<file path="src/rtl/fetch_stage.sv">
// Instruction-fetch stage: owns the fetch PC and issues one imem request at a time.
// It presents fetched words to IF/ID, honours stall and redirect, and latches end-of-program.
module fetch_stage #(
  parameter logic [63:0] RESET_PC = 64'h0000_0000_0000_0000
) (
  input  logic        clk,
  input  logic        reset,
  output logic        imem_req_valid,
  input  logic        imem_req_ready,
  output logic [63:0] imem_req_addr,
  input  logic        imem_resp_valid,
  input  logic [31:0] imem_resp_data,
  input  logic        redirect_valid,
  input  logic [63:0] redirect_pc,
  input  logic        stall,
  output logic [63:0] if_pc_out,
  output logic [31:0] if_instruction_out,
  output logic        if_valid,
  output logic        done_signal,
  output logic [63:0] fetch_count
);
  typedef enum logic [1:0] {S_REQ, S_WAIT, S_HOLD, S_DONE} state_t;

  state_t      state, state_n;
  logic [63:0] pc, pc_n, if_pc_n, cnt_n, rpc;
  logic [31:0] instr_n;
  logic        discard, discard_n, vld_n, done_n;

  assign rpc            = redirect_pc & ~64'h3;
  assign imem_req_valid = (state == S_REQ) && !reset;
  assign imem_req_addr  = pc;

  always_comb begin
    state_n   = state;
    pc_n      = pc;
    discard_n = discard;
    if_pc_n   = if_pc_out;
    instr_n   = if_instruction_out;
    vld_n     = if_valid;
    done_n    = done_signal;
    cnt_n     = fetch_count;
    case (state)
      S_REQ: begin
        if (imem_req_ready) begin
          // The old-PC request is already accepted; its response must be dropped.
          state_n   = S_WAIT;
          discard_n = redirect_valid;
          if (redirect_valid) pc_n = rpc;
        end else if (redirect_valid) begin
          pc_n = rpc;
        end
      end
      S_WAIT: begin
        if (imem_resp_valid) begin
          if (discard || redirect_valid) begin
            discard_n = 1'b0;
            if (redirect_valid) pc_n = rpc;
            state_n = S_REQ;
          end else if (imem_resp_data == 32'h0) begin
            done_n  = 1'b1;
            state_n = S_DONE;
          end else begin
            if_pc_n = pc;
            instr_n = imem_resp_data;
            vld_n   = 1'b1;
            pc_n    = pc + 64'd4;
            state_n = S_HOLD;
          end
        end else if (redirect_valid) begin
          pc_n      = rpc;
          discard_n = 1'b1;
        end
      end
      S_HOLD: begin
        if (redirect_valid) begin
          vld_n   = 1'b0;
          pc_n    = rpc;
          state_n = S_REQ;
        end else if (!stall) begin
          vld_n   = 1'b0;
          cnt_n   = fetch_count + 64'd1;
          state_n = S_REQ;
        end
      end
      default: ;
    endcase
  end

  always_ff @(posedge clk) begin
    if (reset) begin
      state              <= S_REQ;
      pc                 <= RESET_PC;
      discard            <= 1'b0;
      if_pc_out          <= 64'h0;
      if_instruction_out <= 32'h0;
      if_valid           <= 1'b0;
      done_signal        <= 1'b0;
      fetch_count        <= 64'h0;
    end else begin
      state              <= state_n;
      pc                 <= pc_n;
      discard            <= discard_n;
      if_pc_out          <= if_pc_n;
      if_instruction_out <= instr_n;
      if_valid           <= vld_n;
      done_signal        <= done_n;
      fetch_count        <= cnt_n;
    end
  end
endmodule

</file>
<file path="config.mk">
export PLATFORM = sky130hd
export DESIGN_NAME = fetch_stage
export DESIGN_NICKNAME = d
export VERILOG_FILES = /design/src/rtl/fetch_stage.sv
export SDC_FILE = /design/constraint.sdc
export NUM_CORES = 1
export LEC_CHECK = 0
export ABC_AREA = 0
export ABC_CLOCK_PERIOD_IN_PS = 6800
export CAP_MARGIN = 10
export CELL_PAD_IN_SITES_DETAIL_PLACEMENT = 1
export CELL_PAD_IN_SITES_GLOBAL_PLACEMENT = 1
export CORE_MARGIN = 3
export CORE_UTILIZATION = 37
export DETAILED_ROUTE_END_ITERATION = 10
export PLACE_DENSITY = 0.91
export SLEW_MARGIN = 20
export SYNTH_ARGS = -nofsm -noshare
export SYNTH_HDL_FRONTEND = slang
export SYNTH_SLANG_ARGS = --single-unit
</file>
<file path="constraint.sdc">
create_clock -name clk -period 6.8 [get_ports clk]
set_clock_uncertainty 0.1 [all_clocks]
set_input_delay 1.7 -clock clk [delete_from_list [all_inputs] [get_ports clk]]
set_output_delay 1.7 -clock clk [all_outputs]
set_load 0.02 [all_outputs]
</file>
==> results.sh <==
export IMPL_pin_count=329
export IMPL_final_cell_mix="324 x clkdlybuf4s50_1, 268 x nand2_1, 229 x dfxtp_1, 163 x a21oi_1, 133 x nor2_1"
export IMPL_slew_viol_final=0
export IMPL_rsz0062_at_grt="false"
export IMPL_fp_dieW_um=178
export IMPL_num_rows=62
export IMPL_first_global_vias=12600
export IMPL_grt_pass1_wl_mm=69.9
export IMPL_start_util_pct=37.9
export IMPL_worstSetupEndpoint="imem_req_valid"
export IMPL_synthCells=1436
export IMPL_fillers=3520
export IMPL_worst_slack_ps=2120
export IMPL_yosysSeqAreaShare_pct=41.7
export IMPL_tightest_slew_ps=1110
export IMPL_antenna_left=0
export IMPL_synth_area_per_cell_um2=7.66
export IMPL_period_needed_ps=4680
export IMPL_preCtsSetupSlack_ps=1890
export IMPL_gr_total_overflow=0
export IMPL_stdcell_area_um2=15400
export IMPL_synth_warnings=0
export IMPL_final_nets=1808
export IMPL_maxCapViolCount=0
export IMPL_max_clock_path_buffers=3
export IMPL_first_pass_iters=5
export IMPL_crit_buf_inv=2
export IMPL_io_buffers=326
export IMPL_dp_hpwl_mm=31.2
export IMPL_worst_path_stages=3
export IMPL_drc=0
export IMPL_core_area_um2=29000
export IMPL_die_area_um2=31800
export IMPL_htreeDepth=1
export IMPL_numCtsBuffers=26
export IMPL_ctsHoldBuffers=0
export IMPL_final_setup_viol_count=0
export IMPL_holdWs_ps=355
export IMPL_worst_ep_required_time_ps=5000
export IMPL_cpPeakStageDelay_ps=580
export IMPL_grt_max_degree=89
export IMPL_fin_crit_sh_pct=68.8
export IMPL_leakage_nw=5.02
export IMPL_critPathArrivalTime_ps=2880
export IMPL_worstReg2RegEnd="imem_req_addr[59]"
export IMPL_synth_nets=1544
export IMPL_hold_viol_final=0
export IMPL_clock_sinks=229
export IMPL_min_path_type="reg -> reg"
export IMPL_slowest_stage="clkdlybuf4s50_1"
export IMPL_ctsResizeCount=0
export IMPL_synthArstFlopShare_pct=0
export IMPL_reg2reg_from="state[0]"
export IMPL_routed_via_density=5.80
export IMPL_area_delta_synth_final_pct=40.3
export IMPL_path_clk_slew_ps=60
export IMPL_die_h_um=178
export IMPL_critPathMaxFanout=74
export IMPL_mostFrequentLayoutCell="clkdlybuf4s50_1"
export IMPL_synth_edff_count=0
export IMPL_timing_critical_path_from="reset"
export IMPL_cellPowerDensity_nw_per_um2=220
export IMPL_place_area_um2=14500
export IMPL_layout_drive_gt1_share_pct=5.00
export IMPL_reg2reg_depth=8
export IMPL_status="complete, no violations"
export IMPL_relSlewSlack_pct=25.2
export IMPL_cts_setup_buffers=0
export IMPL_rrSetupSlack_ps=3370
export IMPL_cp_cell_sequence="buf_6 > nor2b_1 > clkdlybuf4s50_1"
export IMPL_drt_wl_total_mm=45.1
export IMPL_fmax_ghz=0.214
export IMPL_start_kind="input port"
export IMPL_cts_tree="built"
export IMPL_grt_util_all_layers_pct=27.2
export IMPL_place_congestion=0.864
export IMPL_synthDistinctLibCells=73
export IMPL_crit_family="buffers and inverters"
export IMPL_drt_wirelength_per_cell_um=21.4
export IMPL_drt_iter0_drc=783
export IMPL_cts_root_buffer="clkbuf_16"
export IMPL_criticalPathCategory="in -> out"
export IMPL_synth_flop_cell="dfxtp_1"
export IMPL_total_power_mw=3.40
export IMPL_antenna_found_initial=8
export IMPL_fin_tns_setup_ps=0
export IMPL_num_vias=12200
export IMPL_clk_latency_ps=540
export IMPL_cp_end_kind="output pin"
export IMPL_vdd_drop_max_mv=0.166
export IMPL_synth_seq_cells=229
export IMPL_syn_area_um2=11000
[cell families (layout without fill, tap and decap cells)]
kind of cell               after synthesis  count (layout)  synth area share [%]
and+or+nand+nor                        676             676                  29.6
AOI/OAI and AO/OA                      337             337                  18.8
DFF                                    229             229                  41.7
buffers and inverters                  127             411                  4.39
xor gates and xnor gates                55              55                  4.38
adders and majority gates                6               6                 0.682
muxes                                    6               6                 0.557
other                                    0               6                     0
[worst min path at each step]
stage | cells after the start | from | end
global route | 2 | if_pc_out[33] | if_pc_out[33]
CTS | 2 | if_pc_out[42] | if_pc_out[42]
floorplan | 2 | state[1] | state[1]
detailed placement | 2 | if_instruction_out[27] | if_instruction_out[27]
finish | 2 | if_pc_out[42] | if_pc_out[42]
global placement | 2 | if_pc_out[10] | if_pc_out[10]
[final cells by class]
class	instances	area, um2	share of cell area (%)
multi-input cells	1080	5980	38.8
clock inverters	13	143	0.924
flip-flops and latches	229	4580	29.7
well taps	384	480	3.11
inverters	23	86.3	0.559
clock buffers	35	776	5.03
diodes	6	15.0	0.0973
repair buffers	340	3360	21.8
[Yosys cell counts (all sizes together) (16+ instances only)]
cell type,number,area [um2]
xnor2,41,359
a211oi,20,150
and3,21,131
nor4,43,297
nor2,133,499
dfxtp,229,4580
a21oi,163,816
o21ai,49,245
and4,16,140
inv,23,86.3
clkbuf,93,352
nor3,34,170
nand2,268,1010
nand3,52,260
nand4,54,344
[worst min-delay path, stage by stage, from the launching register on]
cell and delay, ps:
dfxtp_1 310, nand2_1 50, a21oi_1 50
[stage by stage]
step / instances / utilization, %
2_1_floorplan: 1436 / -
3_5_place_dp: 2056 / 50.0
6_report: 2110 / 53.2
4_1_cts: 2104 / 53.1
3_3_place_gp: 2056 / 50.0
5_1_grt: 2110 / 53.2
[per-layer routing]
layer,up-vias,global-route usage [%],share of wire [%]
met5,-,0,0.064
met4,4,11.4,4.5
met3,116,5.66,7.7
met2,482,45.7,48
met1,5997,33.8,40
li1,5649,-,-
[registers in the layout, summed over array words and instances, names as in the netlist]
register	flops
fetch_count	64
done_signal	1
discard	1
if_instruction_out	32
if_pc_out	64
state	2
if_valid	1
imem_req_addr	64
[power by group]
part | switching (mW) | internal [mW]
Combinational | 0.244 | 0.194
Sequential | 0.0781 | 1.39
Clock | 0.588 | 0.910
No activity file was read; power rests on OpenSTA's default activity.
